**config.mk**
```make
export PLATFORM = sky130hd
export DESIGN_NAME = vram_fill_ctrl
export DESIGN_NICKNAME = d
export VERILOG_FILES = /design/src/rtl/vram_fill_ctrl.sv
export SDC_FILE = /design/constraint.sdc
export NUM_CORES = 1
export LEC_CHECK = 0
export CORE_AREA = 2 2 92 94
export DETAILED_ROUTE_END_ITERATION = 10
export DIE_AREA = 0 0 94 96
export GPL_TIMING_DRIVEN = 0
export PLACE_DENSITY = 0.93
export SLEW_MARGIN = 10
export SYNTH_ARGS = -nofsm -noshare
export SYNTH_HDL_FRONTEND = slang
export SYNTH_SLANG_ARGS = --single-unit
```
**constraint.sdc**
```tcl
create_clock -name clk_sys -period 4.3 [get_ports clk_sys]
set_input_delay 0.86 -clock clk_sys [delete_from_list [all_inputs] [get_ports clk_sys]]
set_output_delay 0.86 -clock clk_sys [all_outputs]
set_load 0.03 [all_outputs]
```
**src/rtl/vram_fill_ctrl.sv**
```systemverilog
// rtl/vram_fill_ctrl.sv - block fill engine for the char / fg colour / bg colour video RAMs
//
// Purpose: the CPU programs address, length, stride, value and target mask through an
// 8-entry register window; the engine then writes the value into the selected RAMs one
// location per cycle, yielding to the CPU and optionally confining itself to vblank.
//
// Ports:
//   clk_sys, reset_n             clock, asynchronous active-low reset
//   reg_cs/reg_wr/reg_addr/din   register window write side
//   reg_dout                     register read data (combinational from reg_addr)
//   cpu_vram_req                 CPU owns the video RAM port this cycle
//   vblank                       vertical blank
//   fill_addr/fill_data/fill_we  write port towards the RAM muxes ([0] ch, [1] fg, [2] bg)
//   busy, done                   engine active / sticky completion flag
module vram_fill_ctrl #(
    parameter int ADDR_W = 11,
    parameter int LEN_W  = 12
) (
    input  logic              clk_sys,
    input  logic              reset_n,
    input  logic              reg_cs,
    input  logic              reg_wr,
    input  logic [2:0]        reg_addr,
    input  logic [7:0]        reg_din,
    output logic [7:0]        reg_dout,
    input  logic              cpu_vram_req,
    input  logic              vblank,
    output logic [ADDR_W-1:0] fill_addr,
    output logic [7:0]        fill_data,
    output logic [2:0]        fill_we,
    output logic              busy,
    output logic              done
);

    typedef enum logic [1:0] {
        ST_IDLE    = 2'd0,
        ST_WAIT_VB = 2'd1,
        ST_RUN     = 2'd2
    } state_e;

    localparam logic [LEN_W-1:0] MAX_LEN = LEN_W'(1) << ADDR_W;

    // Programming registers
    logic              wr_q;
    logic [7:0]        addr_lo_q;
    logic [ADDR_W-9:0] addr_hi_q;
    logic [7:0]        len_lo_q;
    logic [LEN_W-9:0]  len_hi_q;
    logic [7:0]        value_q;
    logic [7:0]        stride_q;

    // Working copies latched at START
    state_e            state_q, state_d;
    logic              done_q, done_d;
    logic [ADDR_W-1:0] waddr_q, waddr_d;
    logic [LEN_W-1:0]  cnt_q, cnt_d;
    logic [7:0]        wstride_q, wstride_d;
    logic [7:0]        wvalue_q, wvalue_d;
    logic [2:0]        mask_q, mask_d;
    logic              vb_only_q, vb_only_d;

    logic             wr_pulse, ctrl_wr, start, ack, abort, grant;
    logic [LEN_W-1:0] len_raw, len_eff;

    // Writes act only on the rising edge of reg_cs & reg_wr, so a long strobe is one write.
    always_comb begin
        wr_pulse = reg_cs & reg_wr & ~wr_q;
        ctrl_wr  = wr_pulse && (reg_addr == 3'd6);
        abort    = ctrl_wr & reg_din[7];
        start    = ctrl_wr & reg_din[0] & ~reg_din[7];
        ack      = ctrl_wr & reg_din[6];
        len_raw  = {len_hi_q, len_lo_q};
        len_eff  = (len_raw > MAX_LEN) ? MAX_LEN : len_raw;
        // An abort seen this cycle suppresses the write so nothing lands after it.
        grant    = (state_q == ST_RUN) && !cpu_vram_req && (!vb_only_q || vblank) && !abort;
    end

    always_ff @(posedge clk_sys or negedge reset_n) begin
        if (!reset_n) begin
            wr_q      <= 1'b0;
            addr_lo_q <= '0;
            addr_hi_q <= '0;
            len_lo_q  <= '0;
            len_hi_q  <= '0;
            value_q   <= '0;
            stride_q  <= '0;
        end else begin
            wr_q <= reg_cs & reg_wr;
            if (wr_pulse && (state_q == ST_IDLE)) begin
                case (reg_addr)
                    3'd0:    addr_lo_q <= reg_din;
                    3'd1:    addr_hi_q <= reg_din[ADDR_W-9:0];
                    3'd2:    len_lo_q  <= reg_din;
                    3'd3:    len_hi_q  <= reg_din[LEN_W-9:0];
                    3'd4:    value_q   <= reg_din;
                    3'd5:    stride_q  <= reg_din;
                    default: ;
                endcase
            end
        end
    end

    always_ff @(posedge clk_sys or negedge reset_n) begin
        if (!reset_n) begin
            state_q   <= ST_IDLE;
            done_q    <= 1'b0;
            waddr_q   <= '0;
            cnt_q     <= '0;
            wstride_q <= '0;
            wvalue_q  <= '0;
            mask_q    <= '0;
            vb_only_q <= 1'b0;
        end else begin
            state_q   <= state_d;
            done_q    <= done_d;
            waddr_q   <= waddr_d;
            cnt_q     <= cnt_d;
            wstride_q <= wstride_d;
            wvalue_q  <= wvalue_d;
            mask_q    <= mask_d;
            vb_only_q <= vb_only_d;
        end
    end

    always_comb begin
        state_d   = state_q;
        done_d    = done_q;
        waddr_d   = waddr_q;
        cnt_d     = cnt_q;
        wstride_d = wstride_q;
        wvalue_d  = wvalue_q;
        mask_d    = mask_q;
        vb_only_d = vb_only_q;
        case (state_q)
            ST_IDLE: begin
                if (start) begin
                    done_d    = 1'b0;
                    waddr_d   = {addr_hi_q, addr_lo_q};
                    cnt_d     = len_eff;
                    wstride_d = (stride_q == 8'd0) ? 8'd1 : stride_q;
                    wvalue_d  = value_q;
                    mask_d    = reg_din[4:2];
                    vb_only_d = reg_din[1];
                    if ((len_eff == '0) || (reg_din[4:2] == 3'b000)) begin
                        done_d = 1'b1;
                    end else if (reg_din[1] && !vblank) begin
                        state_d = ST_WAIT_VB;
                    end else begin
                        state_d = ST_RUN;
                    end
                end
            end
            ST_WAIT_VB: begin
                if (vblank) begin
                    state_d = ST_RUN;
                end
            end
            ST_RUN: begin
                if (grant) begin
                    waddr_d = waddr_q + ADDR_W'(wstride_q);
                    cnt_d   = cnt_q - LEN_W'(1);
                    if (cnt_q == LEN_W'(1)) begin
                        state_d = ST_IDLE;
                        done_d  = 1'b1;
                    end
                end else if (vb_only_q && !vblank) begin
                    state_d = ST_WAIT_VB;
                end
            end
            default: state_d = ST_IDLE;
        endcase
        if (abort) begin
            state_d = ST_IDLE;
        end
        // ACK is applied last so ACK+START leaves done cleared even for an empty job.
        if (ack) begin
            done_d = 1'b0;
        end
    end

    always_comb begin
        case (reg_addr)
            3'd0:    reg_dout = addr_lo_q;
            3'd1:    reg_dout = 8'(addr_hi_q);
            3'd2:    reg_dout = len_lo_q;
            3'd3:    reg_dout = 8'(len_hi_q);
            3'd4:    reg_dout = value_q;
            3'd5:    reg_dout = stride_q;
            3'd7:    reg_dout = {5'b0, (state_q == ST_WAIT_VB), done_q, (state_q != ST_IDLE)};
            default: reg_dout = 8'h00;
        endcase
    end

    assign fill_addr = waddr_q;
    assign fill_data = wvalue_q;
    assign fill_we   = grant ? mask_q : 3'b000;
    assign busy      = (state_q != ST_IDLE);
    assign done      = done_q;

endmodule

```
---- Yosys cells after proc, flatten, opt, wreduce, memory -nomap -nowiden ----
Index checks and enable logic that the tools add are counted.
word-level totals
  flip-flop bits (word level) ............. 86
  bits in latches ......................... 0
  bits in writable memories ............... 0
  ROM bits ................................ 0
  input port bits ......................... 17
  logic and storage cells ................. 102
  memories ................................ 0
cells by class
  $add $sub $neg .......................... 2
  $mul .................................... 0
  divide/modulo/power cells ............... 0
  magnitude comparators ................... 1
  eq/ne operators ......................... 20
  shift-type cells ........................ 0
  multiplexer cells ....................... 25
  bitwise operators ....................... 8
  reductions and logical operators ........ 31
operators by type and width
  kind                                                                    number
  8-bit case mux with 7 select lines                                      1
  12-bit two-way mux                                                      3
  12-bit case mux with 2 select lines                                     1
  11-bit two-way mux                                                      2
  11-bit case mux with 2 select lines                                     1
  2-bit two-way mux                                                       8
  3-bit != test, second input constant                                    5
  2-bit AND reduction                                                     7
  12-bit by 1-bit equality test with 1-bit output, second input constant  1
  3-bit equality test, second input constant                              4
  12-bit > comparator, second input constant                              1
  12-bit zero test                                                        1
  12-bit by 1-bit subtractor with 12-bit output, second input constant    1
  11-bit by 8-bit adder with 11-bit output                                1
  8-bit zero test                                                         1
  8-bit two-way mux                                                       1
  4-bit by 3-bit != test with 1-bit output, second input constant         2
  1-bit logical AND                                                       7
  1-bit bitwise AND                                                       6
  3-bit by 2-bit equality test with 1-bit output, second input constant   2
  3-bit zero test                                                         2
  2-bit case mux with 3 select lines                                      1
  1-bit two-way mux                                                       5
  5-bit AND reduction                                                     1
  15 further kinds                                                        22

---- Longest topological paths before layout ----
Gate-level depths: netlist of run 1.
  word-level depth ........................ 9
  depth in mapped cells ................... 8
  gate-level depth less buffers ........... 8

---- Worst setup path after synthesis of run 1 ----
OpenSTA, ideal clock, no wires.
  path kind ............................... input-to-output
  start ................................... input port reg_addr[1]
  end ..................................... output port reg_dout[0]
  arrival ................................. 2.246 ns
  required time ........................... 3.440 ns
  path slack .............................. 1.194 ns
  stages .................................. 5
  path through ............................ buf_2 > buf_1 > mux4_2 > nor2_1 > a21oi_1
between the ends
  cells in the longest elaborated chain, start to end .. 2
  elaborated cells on any way between the ends .. 8
RTL lines
  element                                            RTL line  source
  start: declaration                                 23        input logic [2:0] reg_addr,
  3-bit equality test, or another cell as far along  182       case (reg_addr)
  8-bit case mux with 7 select lines *               182
  end: declaration                                   25        output logic [7:0] reg_dout,
Mark *: on every way between the ends. The rest lies on a longest branch, timed or not.

---- Final worst setup path of run 1 ----
  start ................................... input port reg_addr[0]
  end ..................................... output port reg_dout[0]
Same word-level chain as after synthesis.

==> out/results.txt, run 1 <==
Status: finished, final reports clean
Routed length per placed instance: 20.5 µm
Core Area: 0.00805 mm²
Post-synth ARST share: 100%
Mapped cell area: 0.00467 mm²
Vias/cell: 6.63
Critical path's top delay family: buffers and inverters
CP Depth: 6
Nets@finish: 525
Fin crit share: 93.7%
Achievable Freq: 248 MHz
Flops & latches, synth: 86
Synth warn: 0
Most frequent cells in the layout: dfrtp_1 (86), mux2_2 (56), clkdlybuf4s50_1 (45)
Worst vdd ir: 0.359 mV
Setup Fix Bufs, Post-CTS: 0
Crit start category: input port
Final Slew Violations: 0
Crit Path Max Fanout: 10
Netlist cell types: 61
Worst R2R End: fill_addr[10]$_DFFE_PN0P_
Via count: 4029
Post-synth top area cell: dfrtp_1
R2r worst-path depth: 8
WP data required: 3.44 ns
Largest net degree at the start of global routing: 55
Setup TNS: 0 ns
Clk sinks: 86
CTS tree: yes
Starting Density: 58.0%
Simple logic cell fraction of the synthesized area: 13.6%
RSZ-0062 raised after global routing: no
DRC errors left: 0
Crit path max-delay cell type: clkdlybuf4s50_1
Tmin final: 4.03 ns
Mapped Cells: 439
Initial antenna violation count: 0
Max_slew headroom: 46.1%
Die extent in x: 94 µm
Top cell type's share of synthesized area: 46.1%
CP max stage delay: 0.73 ns
Layout area overhead: 17.4%
Post-route ant nets: 0
Mux share of post-synthesis cell area: 17.3%
GRT overflow: 0
Largest family of logic cells by synthesized area: multiplexers
First-pass GRT wire length: 20.1 mm
Final Hold Fails: 0
DR iter-0 viols: 363
Total Wirelength: 12.4 mm
Sequence of cells on the critical path: clkdlybuf4s50_1 -> clkbuf_1 -> clkbuf_2 -> a22oi_1 -> a21oi_1 -> clkdlybuf4s50_1
# H-tree levels: 3
Adder-Cell Fraction of Synth Area: 3.11%
Clock buffer depth: 2
Most common cell after layout, fill and taps aside: dfrtp_1
Critical path capture point type: output pin
Dpl hpwl: 8.92 mm
Clk slew on worst S/H paths: 0.10 ns
Die span in y: 96 µm
Clk_lat worst skew: 0.38 ns
Flop-to-flop setup slack: 1.97 ns
Most used cell, CP: clkdlybuf4s50_1
HP Class: in2async
Seq/Total Area, Yosys: 46.1%
Die area: 0.00902 mm²
Avg Inst Size Synth: 10.6 µm²
Fin util: 68.1%
Vias in the first global route: 3964
PortBufs: 46
Max Cap Violations: 0
FP Rows: 33
Post-Syn Nets: 467
Worst reg2reg startpoint: fill_addr[0]$_DFFE_PN0P_
Number of synthesized flops with an enable pin: 0
CTS Buf Count: 9
Worst setup path class: in2out
Gr usage total: 29.1%
Static Leak: 2.40 nW
Main area contributors after synthesis: dfrtp_1 (46%), mux2_2 (14%), o21ai_0 (2.9%), ha_1 (2.7%), nor2_1 (2.7%)
GPL Wtd Cong: 0.936
Pwr Total: 3.66 mW
Post-synthesis xor/xnor area fraction: 0.188%
Power Density: 668 mW/mm²
Clk_skew: 0.0104 ns
Share of cells above drive strength 1: 19.3%
IO Count: 49
Most used DFF post-synth: dfrtp_1
Worst path bufs/invs: 4
Synth Area in Compound Gates: 16.0%
Final setup viols: 0
Critical Path AT: 3.17 ns
Worst-Margin Slew: 0.808 ns
Root buf cell: clkbuf_8
Total iterations of the first detailed-routing run: 5
[flip-flops by register name, indices dropped and copies added (netlist names)]
signal / flops
wr_q: 1
len_lo_q: 8
len_hi_q: 4
wstride_q: 8
state_q: 2
addr_lo_q: 8
fill_addr: 11
vb_only_q: 1
mask_q: 3
fill_data: 8
addr_hi_q: 3
cnt_q: 12
done: 1
value_q: 8
stride_q: 8
[how the worst max path moves through the flow]
stage	start	slack (ns)	end
6_report	reg_addr[0]	0.27	reg_dout[0]
5_1_grt	reg_addr[0]	0.16	reg_dout[0]
4_1_cts	reg_addr[0]	0.05	reg_dout[0]
3_5_place_dp	reg_addr[0]	0.16	reg_dout[0]
3_3_place_gp	reset_n	-0.59	cnt_q[0]$_DFFE_PN0P_
2_1_floorplan	reg_addr[1]	1.19	reg_dout[0]
[repair_timing]
action	CTS	global route
hold buffers	0	0
resized for setup	0	1
endpoints found under the setup margin	0	3
[cell families after synthesis]
kind of cell | Yosys count
adder cells (fa/ha/maj) | 11
buffers and inverters | 34
flip-flops | 86
multiplexers | 70
AND/OR/NAND/NOR | 125
AO/OA/AOI/OAI | 112
XOR/XNOR | 1
[power by group]
part / total [mW] / internal (mW) / switching (mW)
Clock: 0.575 / 0.229 / 0.345
Sequential: 1.44 / 1.11 / 0.340
Combinational: 1.64 / 0.710 / 0.933
[cells in the mapped netlist (all sizes together), types with 11 or more instances]
library cell / n
mux2: 56
mux2i: 11
a31oi: 13
a21oi: 17
dfrtp: 86
nand2: 26
nor2: 36
inv: 12
buf: 12
nor3: 18
o21ai: 32
[per-layer routing]
| layer | part of all wire [%] | vias to the layer above | global-route usage, % |
|---|---|---|---|
| met3 | 8.6 | 48 | 5.79 |
| met5 | 0 | - | 0 |
| met4 | 3.6 | 0 | 15.7 |
| met1 | 39 | 1968 | 37.5 |
| li1 | - | 1759 | - |
| met2 | 48 | 254 | 46.8 |
[worst reg2reg max path: cells and delay by family, from the launching register on]
| family | cells | cell delay, ns |
|---|---|---|
| compound gates | 4 | 0.90 |
| fa+ha+maj | 2 | 0.58 |
| flops | 1 | 0.41 |
| simple gates | 1 | 0.27 |
| buf+inv | 1 | 0.07 |
[area by class of cell]
type / instances / area (µm²)
antenna: 1 / 2.50
clock inverter: 7 / 68.8
timing repair buffer: 47 / 485
fill: 539 / 2570
clock buffer: 9 / 124
buffer: 22 / 128
inverter: 12 / 45.0
tap: 105 / 131
multi-input combinational: 319 / 2350
sequential: 86 / 2150
[metrics by stage]
| step | cell area, µm² | hold WS, ns | cells | setup slack, ns |
|---|---|---|---|---|
| final | 5480 | 0.414 | 608 | 0.270 |
| after floorplan | 4670 | 0.465 | 439 | 1.19 |
| after CTS | 5480 | 0.426 | 607 | 0.0523 |
| after global routing | 5480 | 0.458 | 607 | 0.164 |
| after global placement | 5260 | 0.486 | 590 | -0.590 |
| after detailed placement | 5290 | 0.496 | 591 | 0.165 |
(Power assumes the default switching activity.)
==> inputs of run 2 (changes only) <==
--- a/config.mk
+++ b/config.mk
@@ -5,11 +5,11 @@
 export SDC_FILE = /design/constraint.sdc
 export NUM_CORES = 1
 export LEC_CHECK = 0
-export CORE_AREA = 2 2 92 94
+export CORE_AREA = 2 2 94 96
 export DETAILED_ROUTE_END_ITERATION = 10
-export DIE_AREA = 0 0 94 96
+export DIE_AREA = 0 0 96 98
 export GPL_TIMING_DRIVEN = 0
-export PLACE_DENSITY = 0.93
+export PLACE_DENSITY = 0.9
 export SLEW_MARGIN = 10
 export SYNTH_ARGS = -nofsm -noshare
 export SYNTH_HDL_FRONTEND = slang
==> constraint.sdc (replaced) <==
create_clock -name clk_sys -period 4 [get_ports clk_sys]
set_input_delay 0.8 -clock clk_sys [delete_from_list [all_inputs] [get_ports clk_sys]]
set_output_delay 0.8 -clock clk_sys [all_outputs]
set_load 0.03 [all_outputs]
==> run 2 against run 1 <==
Cell count up 0.33%. Register-to-register slack worse by 0.28 ns. Clock skew up 0.0044 ns. Setup slack worse by 0.18 ns. Clock power up 5.6%. Sequential power up 8%. Global-route usage down 1.2 points. Total power up 6.8%. Wire length down 0.20%. Hold slack worse by 0.031 ns. Combinational power up 7%. First-iteration DRC count up 38%. Critical endpoint is now reg_dout[2]. Largest cell class unchanged.
==> out/results.txt, run 2 (synthesis results as in run 1) <==
Status: finished, final reports clean
Clk slew on worst S/H paths: 0.10 ns
Setup slack after layout: 0.0903 ns
CP max stage delay: 0.66 ns
Achievable Freq: 256 MHz
Share of cells above drive strength 1: 19.5%
Via count: 3930
Crit start category: input port
Total iterations of the first detailed-routing run: 5
FP Rows: 34
Fin Hold WS: 0.383 ns
Worst reg2reg startpoint: fill_addr[0]$_DFFE_PN0P_
Die span in y: 98 µm
Dpl hpwl: 8.99 mm
Most common cell after layout, fill and taps aside: dfrtp_1
First-pass GRT wire length: 20.1 mm
Biggest register: cnt_q
CTS tree: yes
Max_slew headroom: 50.0%
Worst R2R End: fill_addr[10]$_DFFE_PN0P_
Most used cell, CP: clkdlybuf4s50_1
Crit path from: reg_addr[2]
Sequence of cells on the critical path: clkdlybuf4s50_1 -> clkbuf_1 -> nand2b_1 -> o22ai_1 -> mux2_2 -> clkdlybuf4s50_1
Flop-to-flop setup slack: 1.69 ns
Root buf cell: clkbuf_8
Static Leak: 2.40 nW
Vias/cell: 6.44
Final setup viols: 0
Max reg flops: 12
Setup crit end: reg_dout[2]
Die area: 0.00941 mm²
Number of diodes: 0
Initial antenna violation count: 0
Starting Density: 55.2%
Gr usage total: 27.9%
Core Area: 0.00847 mm²
Clk_lat worst skew: 0.37 ns
WP data required: 3.20 ns
Clk sinks: 86
Power Density: 712 mW/mm²
IO Count: 49
R2r worst-path depth: 8
GPL Wtd Cong: 0.934
RSZ-0062 raised after global routing: no
DR iter-0 viols: 500
CTS Buf Count: 9
Total Wirelength: 12.4 mm
Routed length per placed instance: 20.3 µm
GRT overflow: 0
Clock buffer depth: 2
Most frequent cells in the layout: dfrtp_1 (86), mux2_2 (56), clkdlybuf4s50_1 (45)
CP Depth: 6
Vias in the first global route: 3891
Worst vdd ir: 0.488 mV
Setup Fix Bufs, Post-CTS: 0
Final Hold Fails: 0
Fin util: 64.8%
Fin crit share: 97.7%
PostCTS Resize Cnt: 1
# H-tree levels: 3
Pwr Total: 3.91 mW
Die extent in x: 96 µm
Crit Path Max Fanout: 10
Critical path capture point type: output pin
PortBufs: 46
Max Cap Violations: 0
Clk_skew: 0.0148 ns
Final Slew Violations: 0
Nets@finish: 525
Worst setup path class: in2out
Tmin final: 3.91 ns
Critical path's top delay family: buffers and inverters
Worst-Margin Slew: 0.749 ns
Layout area overhead: 17.5%
DRC errors left: 0
Crit path max-delay cell type: clkdlybuf4s50_1
Largest net degree at the start of global routing: 50
Pre-CTS WS: -0.0769 ns
Worst path bufs/invs: 3
HP Class: in2async
Hold buffers post-CTS: 0
Critical Path AT: 3.11 ns
Post-route ant nets: 0
## run 2: cell count changes in the layout (fill, tap and decap cells not counted), sizes merged
cell / before / now
buf: 13 / 14
clkbuf: 20 / 19
clkinvlp: 0 / 1
inv: 18 / 17
diode: 1 / 0
## run 2: per-stage QoR
step	instances	cell area (µm²)	TNS, ns
2_1_floorplan	439	4670	0
3_5_place_dp	594	5290	-0.108
6_report	610	5490	0
5_1_grt	610	5490	0
3_3_place_gp	593	5270	-70.99
4_1_cts	610	5490	0
## run 2: how the worst min path moves through the flow
stage / startpoint / end / slack, ns / depth (start not counted)
finish: reset_n / fill_data[3]$_DFFE_PN0P_ / 0.38 / 1
global route: reset_n / value_q[3]$_DFFE_PN0P_ / 0.44 / 1
CTS: reset_n / fill_data[3]$_DFFE_PN0P_ / 0.40 / 1
detailed placement: fill_data[1]$_DFFE_PN0P_ / fill_data[1]$_DFFE_PN0P_ / 0.50 / 1
global placement: cnt_q[10]$_DFFE_PN0P_ / cnt_q[10]$_DFFE_PN0P_ / 0.49 / 2
floorplan: cnt_q[10]$_DFFE_PN0P_ / cnt_q[10]$_DFFE_PN0P_ / 0.47 / 2
## run 2: metal layers
layer | part of all wire [%] | routed length, µm | GRT usage, % | vias to the layer above
li1 | - | - | - | 1760
met4 | 2.4 | 300 | 10.9 | 0
met3 | 8.4 | 1040 | 4.09 | 31
met2 | 49 | 6030 | 42.7 | 223
met1 | 41 | 5040 | 40.2 | 1916
met5 | 0 | 0 | 0 | -
## run 2: report_power, final
part           total [mW]  switching [mW]  leakage (nW)  internal [mW]
registers            1.55           0.360          1.11           1.19
logic                1.75           0.991          1.20          0.763
clock network       0.607           0.363        0.0959          0.244
## run 2: final cells by class
cell class,count,area [µm²]
inverters,12,45.0
plain buffers,22,129
clock inverters,7,70.1
well taps,108,135
repair buffers,47,485
clock buffers,9,124
flip-flops and latches,86,2150
fillers,597,2980
multi-input cells,319,2350
==> inputs of run 3 (changes only) <==
--- a/config.mk
+++ b/config.mk
@@ -5,9 +5,11 @@
 export SDC_FILE = /design/constraint.sdc
 export NUM_CORES = 1
 export LEC_CHECK = 0
-export CORE_AREA = 2 2 94 96
+export CELL_PAD_IN_SITES_DETAIL_PLACEMENT = 1
+export CELL_PAD_IN_SITES_GLOBAL_PLACEMENT = 1
+export CORE_AREA = 2 2 105 107
 export DETAILED_ROUTE_END_ITERATION = 10
-export DIE_AREA = 0 0 96 98
+export DIE_AREA = 0 0 107 109
 export GPL_TIMING_DRIVEN = 0
 export PLACE_DENSITY = 0.9
 export SLEW_MARGIN = 10
==> run 3 against run 2 <==
Die area grew 24%. Total power grew 2.7%. Wire length grew 27%. Cell count grew 5.2%. Sequential power is essentially flat. Setup slack gained 0.088 ns. Highest routed layer unchanged. Via count grew 1.6%. Critical path depth is the same. First-iteration DRC count shrank 38%. Clock skew shrank 0.0057 ns. Count of clock-buffer cells in the layout is the same. Register-to-register slack lost 0.14 ns.
==> out/results.txt, run 3 (synthesis results as in run 1) <==
Number of diodes: 0
Crit Path Max Fanout: 10
Placed Instances: 626
DRC errors left: 0
Routed length per placed instance: 24.5 µm
DR iter-0 viols: 308
Final setup viols: 0
Setup TNS: 0 ns
Critical path's top delay family: buffers and inverters
Max reg flops: 12
Dpl hpwl: 11.2 mm
Power Density: 728 mW/mm²
CTS tree: yes
Most used cell, CP: clkdlybuf4s50_1
GPL Wtd Cong: 0.927
Critical path capture point type: output pin
Fin util: 52.1%
Clk_lat worst skew: 0.37 ns
Clk slew on worst S/H paths: 0.10 ns
Setup Fix Bufs, Post-CTS: 0
Share of cells above drive strength 1: 19.9%
Flop-to-flop setup slack: 1.55 ns
Root buf cell: clkbuf_8
Vias/cell: 6.22
Most common cell after layout, fill and taps aside: dfrtp_1
Fin Hold WS: 0.378 ns
IO Count: 49
WP data required: 3.20 ns
Core Area: 0.0106 mm²
GRT overflow: 0
Clk_skew: 0.00918 ns
Worst-Margin Slew: 0.779 ns
Layout area overhead: 18.2%
Fin crit share: 95.5%
Final Hold Fails: 0
Final cell count without fillers: 642
Crit start category: input port
Die span in y: 109 µm
R2r worst-path depth: 8
Worst path bufs/invs: 4
Status: finished, final reports clean
CTS Buf Count: 9
Max Cap Violations: 0
Clock buffer depth: 2
Total Wirelength: 15.7 mm
CP max stage delay: 0.71 ns
Starting Density: 44.1%
Largest net degree at the start of global routing: 54
Sequence of cells on the critical path: clkdlybuf4s50_1 -> clkbuf_2 -> buf_2 -> a31oi_1 -> o22ai_1 -> clkdlybuf4s50_1
Fill cells: 1135
Achievable Freq: 262 MHz
FP Rows: 38
Biggest register: cnt_q
HP Class: in2async
Gr usage total: 28.4%
Via count: 3993
Nets@finish: 525
Crit path from: reg_addr[0]
Critical Path AT: 3.02 ns
First-pass GRT wire length: 24.7 mm
Die extent in x: 107 µm
RSZ-0062 raised after global routing: no
# H-tree levels: 3
Hold buffers post-CTS: 0
Static Leak: 2.39 nW
Tmin final: 3.82 ns
Die area: 0.0117 mm²
Worst vdd ir: 0.436 mV
Crit path max-delay cell type: clkdlybuf4s50_1
Worst reg2reg startpoint: fill_addr[0]$_DFFE_PN0P_
Worst setup path class: in2out
Total iterations of the first detailed-routing run: 4
PortBufs: 46
Vias in the first global route: 4356
Most frequent cells in the layout: dfrtp_1 (86), mux2_2 (56), clkdlybuf4s50_1 (45)
Final Slew Violations: 0
Initial antenna violation count: 0
Clk sinks: 86
Post-route ant nets: 0
Worst R2R End: fill_addr[10]$_DFFE_PN0P_
Max_slew headroom: 47.6%
run 3: through the flow:
stage / setup WS [ns] / total power, mW / instance area, µm²
3_5_place_dp: -0.223 / 3.36 / 5330
4_1_cts: 0.128 / 3.99 / 5520
6_report: 0.178 / 4.02 / 5520
2_1_floorplan: 1.01 / 2.64 / 4670
3_3_place_gp: -0.959 / 3.20 / 5310
5_1_grt: 0.0797 / 4.23 / 5520
run 3: final cells by class:
class,instances,area [µm²],share of cell area (%)
clock inverters,7,57.6,1.04
flip-flops and latches,86,2150,39.0
well taps,140,175,3.17
plain buffers,22,130,2.36
clock buffers,9,124,2.24
multi-input cells,319,2350,42.6
inverters,12,45.0,0.816
repair buffers,47,485,8.80
run 3: worst max-delay path by stage:
stage | depth (start not counted) | endpoint
2_1_floorplan | 5 | reg_dout[0]
3_3_place_gp | 1 | cnt_q[0]$_DFFE_PN0P_
3_5_place_dp | 6 | reg_dout[6]
4_1_cts | 6 | fill_we[2]
5_1_grt | 6 | reg_dout[3]
6_report | 6 | reg_dout[3]
run 3: worst register-to-register path: cells and delay by family, from the launching register on:
| family | cells | cell delay, ns |
|---|---|---|
| AOI/OAI and AO/OA | 4 | 0.93 |
| adders and majority gates | 2 | 0.63 |
| buffers and inverters | 1 | 0.06 |
| DFF | 1 | 0.41 |
| and+or+nand+nor | 1 | 0.32 |
run 3: metal layers:
layer  track usage (%)  share of wire, %
met4              13.4               4.1
met5                 0                 0
met3              4.42               4.9
met2              50.1                50
met1              34.2                41
run 3: what timing repair did:
action	CTS	global route
gates resized for setup	3	1
pin swaps	0	0
endpoints found under the setup margin	8	1
run 3: power by group:
| group | internal (mW) | total, mW | switching [mW] |
|---|---|---|---|
| Sequential | 1.19 | 1.58 | 0.390 |
| Combinational | 0.767 | 1.84 | 1.08 |
| Clock | 0.232 | 0.596 | 0.364 |
